`src/rtl/serial_deserializer_if.sv`:
```
// rtl/serial_deserializer_if.sv - Serial receive line and word output handshake bundle
interface serial_deserializer_if #(
    parameter int WORD_LENGTH = 16
);
    logic                   enable_i;
    logic                   bit_valid_i;
    logic                   serial_data_i;
    logic                   frame_sync_i;
    logic                   clip_num_i;
    logic                   data_ready_i;
    logic                   clear_overrun_i;
    logic [WORD_LENGTH-1:0] data_o;
    logic                   clip_o;
    logic                   data_valid_o;
    logic                   done_o;
    logic                   overrun_o;

    modport master (
        output enable_i, bit_valid_i, serial_data_i, frame_sync_i,
               clip_num_i, data_ready_i, clear_overrun_i,
        input  data_o, clip_o, data_valid_o, done_o, overrun_o
    );

    modport slave (
        input  enable_i, bit_valid_i, serial_data_i, frame_sync_i,
               clip_num_i, data_ready_i, clear_overrun_i,
        output data_o, clip_o, data_valid_o, done_o, overrun_o
    );
endinterface

```
`src/rtl/serial_deserializer.sv`:
```
// rtl/serial_deserializer.sv - MSB-first serial to word deserializer with clip tag and valid/ready output
module serial_deserializer #(
    parameter int WORD_LENGTH = 16,
    parameter bit CLIP_TOGGLE = 1'b1
) (
    input  logic                 clock_i,
    input  logic                 reset_n_i,
    serial_deserializer_if.slave bus
);
    localparam int CW = (WORD_LENGTH > 1) ? $clog2(WORD_LENGTH) : 1;
    localparam logic [CW-1:0] CNT_LAST = CW'(WORD_LENGTH - 1);
    localparam logic [CW-1:0] CNT_FS   = CW'(WORD_LENGTH - 2);

    typedef enum logic {S_IDLE, S_SHIFT} state_t;

    state_t                 r_state;
    logic [CW-1:0]          r_count;
    logic [WORD_LENGTH-1:0] r_shift;
    logic                   r_toggle;
    logic [WORD_LENGTH-1:0] r_data;
    logic                   r_clip;
    logic                   r_valid;
    logic                   r_done;
    logic                   r_overrun;

    logic                   w_strobe;
    logic                   w_complete;
    logic                   w_load;
    logic                   w_tag;
    logic [WORD_LENGTH-1:0] w_word;

    assign w_strobe   = (r_state == S_SHIFT) && bus.enable_i && bus.bit_valid_i;
    assign w_complete = w_strobe && !bus.frame_sync_i && (r_count == '0);
    // A completed word may replace the held one when the consumer takes it in the same cycle.
    assign w_load     = w_complete && (!r_valid || bus.data_ready_i);
    assign w_tag      = CLIP_TOGGLE ? r_toggle : bus.clip_num_i;
    assign w_word     = {r_shift[WORD_LENGTH-2:0], bus.serial_data_i};

    always_ff @(posedge clock_i or negedge reset_n_i) begin
        if (!reset_n_i) begin
            r_state   <= S_IDLE;
            r_count   <= CNT_LAST;
            r_shift   <= '0;
            r_toggle  <= 1'b0;
            r_data    <= '0;
            r_clip    <= 1'b0;
            r_valid   <= 1'b0;
            r_done    <= 1'b0;
            r_overrun <= 1'b0;
        end else begin
            r_done <= w_complete;

            if (w_load) begin
                r_data  <= w_word;
                r_clip  <= w_tag;
                r_valid <= 1'b1;
            end else if (r_valid && bus.data_ready_i) begin
                r_valid <= 1'b0;
            end

            if (w_complete && !w_load) begin
                r_overrun <= 1'b1;
            end else if (bus.clear_overrun_i) begin
                r_overrun <= 1'b0;
            end

            case (r_state)
                S_IDLE: begin
                    r_count  <= CNT_LAST;
                    r_shift  <= '0;
                    r_toggle <= 1'b0;
                    if (bus.enable_i) begin
                        r_state <= S_SHIFT;
                    end
                end
                S_SHIFT: begin
                    if (!bus.enable_i) begin
                        r_state  <= S_IDLE;
                        r_count  <= CNT_LAST;
                        r_shift  <= '0;
                        r_toggle <= 1'b0;
                    end else if (bus.bit_valid_i) begin
                        if (bus.frame_sync_i) begin
                            r_shift  <= {{(WORD_LENGTH-1){1'b0}}, bus.serial_data_i};
                            r_count  <= CNT_FS;
                            r_toggle <= 1'b0;
                        end else begin
                            r_shift <= w_word;
                            if (r_count == '0) begin
                                r_count  <= CNT_LAST;
                                r_toggle <= ~r_toggle;
                            end else begin
                                r_count <= r_count - 1'b1;
                            end
                        end
                    end
                end
                default: r_state <= S_IDLE;
            endcase
        end
    end

    assign bus.data_o       = r_data;
    assign bus.clip_o       = r_clip;
    assign bus.data_valid_o = r_valid;
    assign bus.done_o       = r_done;
    assign bus.overrun_o    = r_overrun;
endmodule

```
`src/flat_wrapper.sv`:
```
// flat-port wrapper written by rule: the top's interface ports become plain ports
module serial_deserializer_flat 
#(
    parameter int WORD_LENGTH = 16,
    parameter bit CLIP_TOGGLE = 1'b1
)
  (clock_i, reset_n_i, bus_enable_i, bus_bit_valid_i, bus_serial_data_i, bus_frame_sync_i, bus_clip_num_i, bus_data_ready_i, bus_clear_overrun_i, bus_data_o, bus_clip_o, bus_data_valid_o, bus_done_o, bus_overrun_o);
  serial_deserializer_if #(.WORD_LENGTH(WORD_LENGTH)) bus_i ();
  input  logic clock_i;
  input  logic reset_n_i;
  input wire logic [$bits(bus_i.enable_i)-1:0] bus_enable_i;
  input wire logic [$bits(bus_i.bit_valid_i)-1:0] bus_bit_valid_i;
  input wire logic [$bits(bus_i.serial_data_i)-1:0] bus_serial_data_i;
  input wire logic [$bits(bus_i.frame_sync_i)-1:0] bus_frame_sync_i;
  input wire logic [$bits(bus_i.clip_num_i)-1:0] bus_clip_num_i;
  input wire logic [$bits(bus_i.data_ready_i)-1:0] bus_data_ready_i;
  input wire logic [$bits(bus_i.clear_overrun_i)-1:0] bus_clear_overrun_i;
  output wire logic [$bits(bus_i.data_o)-1:0] bus_data_o;
  output wire logic [$bits(bus_i.clip_o)-1:0] bus_clip_o;
  output wire logic [$bits(bus_i.data_valid_o)-1:0] bus_data_valid_o;
  output wire logic [$bits(bus_i.done_o)-1:0] bus_done_o;
  output wire logic [$bits(bus_i.overrun_o)-1:0] bus_overrun_o;
  assign bus_i.enable_i = bus_enable_i;
  assign bus_i.bit_valid_i = bus_bit_valid_i;
  assign bus_i.serial_data_i = bus_serial_data_i;
  assign bus_i.frame_sync_i = bus_frame_sync_i;
  assign bus_i.clip_num_i = bus_clip_num_i;
  assign bus_i.data_ready_i = bus_data_ready_i;
  assign bus_i.clear_overrun_i = bus_clear_overrun_i;
  assign bus_data_o = bus_i.data_o;
  assign bus_clip_o = bus_i.clip_o;
  assign bus_data_valid_o = bus_i.data_valid_o;
  assign bus_done_o = bus_i.done_o;
  assign bus_overrun_o = bus_i.overrun_o;
  serial_deserializer #(.WORD_LENGTH(WORD_LENGTH), .CLIP_TOGGLE(CLIP_TOGGLE)) u_core (.clock_i(clock_i), .reset_n_i(reset_n_i), .bus(bus_i));
endmodule
```
`config.mk`:
```
export PLATFORM = sky130hd
export DESIGN_NAME = serial_deserializer_flat
export DESIGN_NICKNAME = d
export VERILOG_FILES = /design/src/rtl/serial_deserializer_if.sv /design/src/rtl/serial_deserializer.sv /design/src/flat_wrapper.sv
export SDC_FILE = /design/constraint.sdc
export NUM_CORES = 1
export LEC_CHECK = 0
export CORE_ASPECT_RATIO = 1.5
export CORE_UTILIZATION = 45
export CTS_BUF_LIST = sky130_fd_sc_hd__clkbuf_4 sky130_fd_sc_hd__clkbuf_8 sky130_fd_sc_hd__clkbuf_16
export DETAILED_ROUTE_END_ITERATION = 12
export PLACE_DENSITY = 0.7
export SYNTH_ARGS = -nofsm -noshare
export SYNTH_HDL_FRONTEND = slang
export SYNTH_SLANG_ARGS = --single-unit
```
`constraint.sdc`:
```
create_clock -name clock_i -period 2.5 [get_ports clock_i]
set_input_delay 0.375 -clock clock_i [delete_from_list [all_inputs] [get_ports clock_i]]
set_output_delay 0.375 -clock clock_i [all_outputs]
set_load 0.01 [all_outputs]
```
* After elaboration in Yosys (flattened, before gate mapping)
Cells that the tools add are included.
Widths: inputs -> output; s select.
** Word-level totals
- Flip-flop bits (word level) :: 41
- Bits of input ports :: 9
- Output and inout bits :: 20
- Logic and storage cells :: 48
** Cells by class
- Add/sub/neg operators :: 1
- Equal/unequal tests :: 2
- Muxes and demuxes :: 19
- Bitwise logic cells :: 2
- Reductions and logical operators :: 15
** Operator list (count)
- $mux 15 :: 3
- $pmux 15 s2 :: 1
- $mux 4 :: 4
- $mux 1 :: 9
- $pmux 4 s2 :: 1
- $logic_and 1x1->1 :: 7
- $logic_not 4->1 :: 1
- $ne 4x4->1 const B :: 1
- $reduce_bool 2->1 :: 2
- $sub 4x1->4 const B :: 1
- $logic_not 1->1 :: 3
- $ne 3x3->1 const B :: 1
- $not 1->1 :: 2
- $pmux 1 s2 :: 1
- $reduce_and 2->1 :: 1
- $logic_or 1x1->1 :: 1

* Logic depth before layout (Yosys ltp)
- Word-level depth :: 8
- Depth in mapped cells :: 6
- Depth with buffers taken out :: 5

* Least setup slack after synthesis
No wires, ideal clock.
- Kind :: register -> register
- From :: register u_core.r_count[0]
- To :: register u_core.r_data[0] (netlist: u_core.bus.data_o[0])
- Setup time :: 0.125 ns
- Data arrival time :: 1.507 ns
- Data required time :: 2.375 ns
- Setup slack :: 0.868 ns
- Cell stages (with the launch flop) :: 7
- Buffers on the path :: 1
- Period minus slack after synthesis :: 1.632 ns
- Cells stage by stage :: dfstp_2 inv_1 ha_1 nor3b_4 nand3_4 buf_6 mux2_4
** On the way
- Word-level cells in the longest chain between the ends :: 3
** Ends and longest elaborated chain
- from (decl) :: RTL line serial_deserializer.sv:17 : logic [CW-1:0] r_count;
- from (signal assigned) :: RTL line serial_deserializer.sv:93 : r_count <= r_count - 1'b1;
- $logic_not 4->1 :: RTL line serial_deserializer.sv:33 : assign w_complete = w_strobe && !bus.frame_sync_i && (r_count == '0);
- $logic_and 1x1->1 :: RTL line serial_deserializer.sv:33
- $logic_and 1x1->1 :: RTL line serial_deserializer.sv:35 : assign w_load = w_complete && (!r_valid || bus.data_ready_i);
- to (signal assigned) :: RTL line serial_deserializer.sv:54 : r_data <= w_word;
- to (decl) :: RTL line serial_deserializer.sv:20 : logic [WORD_LENGTH-1:0] r_data;
Every way passes these cells.
A chain may end at the register's enable or synchronous reset.

* Worst setup path in the final report
Same ends and word-level chain as after synthesis.

==> reports/metrics.yaml <==
clocking:
  cts_setup_buffers: 0
  cts_buffers: 5
  cts_sinks: 41
  cts-resized-gates: 0
  cts_hold_repair.buffers: 0
  clock_latency_ns: 0.30
  cts.reportedPaths.clkPinSlew_ns: 0.08
  cts_root_buffer_type: "sky130_fd_sc_hd__clkbuf_8"
  clock_tree.buffer_depth: 2
  clock_tree_from_tritoncts: "built"
  htree_num_levels: 2
setup_path:
  crit_fanout: 17
  setup.worst_path.start_class: "flip-flop"
  timing_worst_setup_path_type: "flip-flop to flip-flop"
  worstPathRequired_ns: 2.68
  rr_startpoint: "u_core.r_count[0]"
  timing.critical_path.to_type: "flip-flop"
  crit_arrival_ns: 1.99
  crit_path_from: "u_core.r_count[0]"
flow_run:
  max_cap_violations: 0
power:
  power_density_mw_per_mm2: 553.0
  static-leakage-power_uw: 0.001004
  vdd.ir_drop.worst_mv: 0.5677
sta:
  finalSetupViolCount: 0
  relSlewSlack_pct: 43.40
  period_needed_ns: 1.806
  worstMarginPinSlew_ns: 0.8489
  rsz0062_at_grt: "no"
  clock_skew_ns: 0.007076
  timing_hold_violations_final: 0
  final.setup.tns_ns: 0
  slew_viol_final: 0
  hold_slack_ns: 0.1840
  max_freq_mhz: 553.6
  finalCritPeriodShare_pct: 72.26
  finalWorstSetupSlack_ns: 0.6936
global_routing:
  global_route_wire_length_before_repair_um: 4885
  grt_pass1_vias: 1070
  grtUsageTotal_pct: 16.97
  grt_start_max_net_pins: 42
  grt_antenna_before_repair: 0
  grt_remaining_overflow: 0
synth:
  postSynthNetCount: 121
  netlist.top_cell.by_area: "sky130_fd_sc_hd__dfrtp_1"
  synth_cell_type_count: 32
  synth.yosys.warnings: 0
  synth.top_cell.area_share_pct: 56.02
  postSynthRegisterBits: 41
  syn_inst: 111
  mappedNetlistArea_mm2: 0.001653
  post_synth.cell_area_avg_um2: 14.89
  synth_area_leaders: "sky130_fd_sc_hd__dfrtp_1 (56%), sky130_fd_sc_hd__mux2_4 (9.1%), sky130_fd_sc_hd__a22o_1 (7.4%)"
  yosysSeqAreaShare_pct: 62.38
status:
  outcome: "finished, final reports clean"
floorplanning:
  design.core.area_mm2: 0.003448
  die_height_um: 76.23
  top_level_ports: 29
  std_cell_rows: 26
  die-area_mm2: 0.003924
  chipWidth_um: 51.49
  floorplan.initialDensity_pct: 47.93
routing:
  detailroute.via_count: 999
  wl_um: 2723
  detail_route.first_pass.iterations: 4
  drt-wirelength-per-cell_um: 14.64
  drtIter0Drc: 28
  ant_nets: 0
  drc: 0
  drt-vias-per-instance: 5.371
layout:
  antenna_cells: 0
  final_nets: 153
  syn_to_final_growth_pct: 23.54
  drive_above_1_share_pct: 25.00
place:
  detailedPlace.worstSlack_ns: 0.4639
  numPortBuffers: 27
  post-dp-hpwl_um: 1913
  routabilityCongestion: 0.7877
hold_path:
  min-delay-path-class: "primary input to asynchronous set/reset pin"
stage by stage:
step	cells	cell area, µm²	power (µW)	util, %
final	186	2042	1129	59.22
after global routing	186	2042	1179	59.22
after CTS	186	2042	1140	59.22
after detailed placement	178	1956	722.3	56.71
after global placement	178	1956	721.7	56.71
after floorplan	111	1653	694.5	-
Yosys cell counts:
| library cell | instances |
|---|---|
| sky130_fd_sc_hd__buf_6 | 2 |
| sky130_fd_sc_hd__nand2b_1 | 1 |
| sky130_fd_sc_hd__nor2b_1 | 2 |
| sky130_fd_sc_hd__o2111ai_1 | 1 |
| sky130_fd_sc_hd__dfrtp_1 | 37 |
| sky130_fd_sc_hd__nand3_4 | 1 |
| sky130_fd_sc_hd__a31oi_1 | 1 |
| sky130_fd_sc_hd__a22oi_1 | 1 |
| sky130_fd_sc_hd__o21bai_1 | 1 |
| sky130_fd_sc_hd__clkbuf_1 | 2 |
| sky130_fd_sc_hd__or2_2 | 1 |
| sky130_fd_sc_hd__nand2_1 | 3 |
| sky130_fd_sc_hd__nand4b_1 | 1 |
| sky130_fd_sc_hd__nor3b_4 | 1 |
| sky130_fd_sc_hd__a22o_1 | 14 |
| sky130_fd_sc_hd__buf_4 | 1 |
| sky130_fd_sc_hd__or4_1 | 1 |
| sky130_fd_sc_hd__and4b_1 | 1 |
| sky130_fd_sc_hd__nand3_1 | 1 |
| sky130_fd_sc_hd__mux2i_1 | 2 |
| sky130_fd_sc_hd__o31ai_1 | 1 |
| sky130_fd_sc_hd__nor3_1 | 1 |
| sky130_fd_sc_hd__ha_1 | 1 |
| sky130_fd_sc_hd__a21o_1 | 1 |
| sky130_fd_sc_hd__inv_1 | 4 |
| sky130_fd_sc_hd__a21oi_1 | 1 |
| sky130_fd_sc_hd__dfstp_2 | 4 |
| sky130_fd_sc_hd__o22ai_1 | 1 |
| sky130_fd_sc_hd__o21ai_0 | 1 |
| sky130_fd_sc_hd__nor2_1 | 4 |
| sky130_fd_sc_hd__mux2_2 | 7 |
| sky130_fd_sc_hd__mux2_4 | 10 |
flip-flops by register name, indices dropped and copies added, names as in the netlist:
signal and flops:
u_core.r_toggle 1, u_core.bus.done_o 1, u_core.bus.data_o 16, u_core.bus.clip_o 1
u_core.bus.data_valid_o 1, u_core.r_shift 15, u_core.r_count 4, u_core.bus.overrun_o 1
u_core.r_state 1
layout by cell type, fill, tap and decap left out:
| master | count |
|---|---|
| sky130_fd_sc_hd__clkinv_2 | 2 |
| sky130_fd_sc_hd__or4_1 | 1 |
| sky130_fd_sc_hd__nor3_1 | 1 |
| sky130_fd_sc_hd__clkinvlp_4 | 1 |
| sky130_fd_sc_hd__mux2_2 | 7 |
| sky130_fd_sc_hd__mux2_4 | 10 |
| sky130_fd_sc_hd__clkbuf_8 | 5 |
| sky130_fd_sc_hd__a31oi_1 | 1 |
| sky130_fd_sc_hd__nor3b_4 | 1 |
| sky130_fd_sc_hd__dfstp_2 | 4 |
| sky130_fd_sc_hd__o2111ai_1 | 1 |
| sky130_fd_sc_hd__o21bai_1 | 1 |
| sky130_fd_sc_hd__or2_2 | 1 |
| sky130_fd_sc_hd__nor2_1 | 4 |
| sky130_fd_sc_hd__inv_1 | 4 |
| sky130_fd_sc_hd__nand4b_1 | 1 |
| sky130_fd_sc_hd__dfrtp_1 | 37 |
| sky130_fd_sc_hd__a21o_1 | 1 |
| sky130_fd_sc_hd__ha_1 | 1 |
| sky130_fd_sc_hd__nor2b_1 | 2 |
| sky130_fd_sc_hd__clkdlybuf4s50_1 | 26 |
| sky130_fd_sc_hd__nand2_1 | 3 |
| sky130_fd_sc_hd__mux2i_1 | 2 |
| sky130_fd_sc_hd__o31ai_1 | 1 |
| sky130_fd_sc_hd__buf_4 | 3 |
| sky130_fd_sc_hd__a21oi_1 | 1 |
| sky130_fd_sc_hd__o21ai_0 | 1 |
| sky130_fd_sc_hd__buf_2 | 1 |
| sky130_fd_sc_hd__a22o_1 | 14 |
| sky130_fd_sc_hd__a22oi_1 | 1 |
| sky130_fd_sc_hd__nand3_4 | 1 |
| sky130_fd_sc_hd__and4b_1 | 1 |
| sky130_fd_sc_hd__nand2b_1 | 1 |
| sky130_fd_sc_hd__o22ai_1 | 1 |
| sky130_fd_sc_hd__nand3_1 | 1 |
final timing paths:
| kind | to | slack, ns | cells after the start |
|---|---|---|---|
| worst min register to register | u_core.r_count[1] | 0.51 | 2 |
| min in group clock_i | u_core.r_count[1] | 0.51 | 2 |
| worst min-delay path | u_core.r_shift[6] | 0.18 | 1 |
| max in group asynchronous | u_core.r_shift[0] | 1.79 | 1 |
| worst max-delay path | u_core.bus.data_o[0] | 0.69 | 5 |
| worst max register to register | u_core.bus.data_o[0] | 0.69 | 5 |
power breakdown:
part           leakage (µW)  internal [µW]  total [µW]  switching, µW
logic              0.000404           15.4        40.3           24.9
clock network     0.0000439            193         421            229
registers          0.000557            666         668           1.77
metal layers:
| metal | global-route usage (%) | share of wire, % | vias to the layer above |
|---|---|---|---|
| met2 | 26.75 | 51 | 24 |
| met4 | 10.27 | 2.8 | 0 |
| met5 | 0 | 0 | - |
| li1 | - | - | 461 |
| met1 | 20.27 | 42 | 506 |
| met3 | 4.192 | 3.5 | 8 |
area by class of cell:
cell class | count | area, µm²
clock inverter | 3 | 17.52
tap | 42 | 52.55
timing repair buffer | 30 | 287.8
fill | 303 | 1406
inverter | 4 | 15.01
multi-input combinational | 61 | 569.3
clock buffer | 5 | 68.82
sequential | 41 | 1031
cell families (layout without fill, tap and decap cells):
family / count (synthesis) / count (layout) / share of synthesized area, %
buffers and inverters: 9 / 42 / 3.179
muxes: 19 / 19 / 15.06
adders and majority gates: 1 / 1 / 0.7569
and+or+nand+nor: 18 / 18 / 7.494
DFF: 41 / 41 / 62.38
AOI/OAI and AO/OA: 23 / 23 / 11.13
worst max-delay path, cell delays in order, from the launching register on:
cell	delay (ns)
sky130_fd_sc_hd__dfstp_2	0.37
sky130_fd_sc_hd__inv_1	0.08
sky130_fd_sc_hd__ha_1	0.20
sky130_fd_sc_hd__nor3b_4	0.33
sky130_fd_sc_hd__nand3_4	0.32
sky130_fd_sc_hd__mux2_4	0.39
Power figures use the tool's default switching activity.
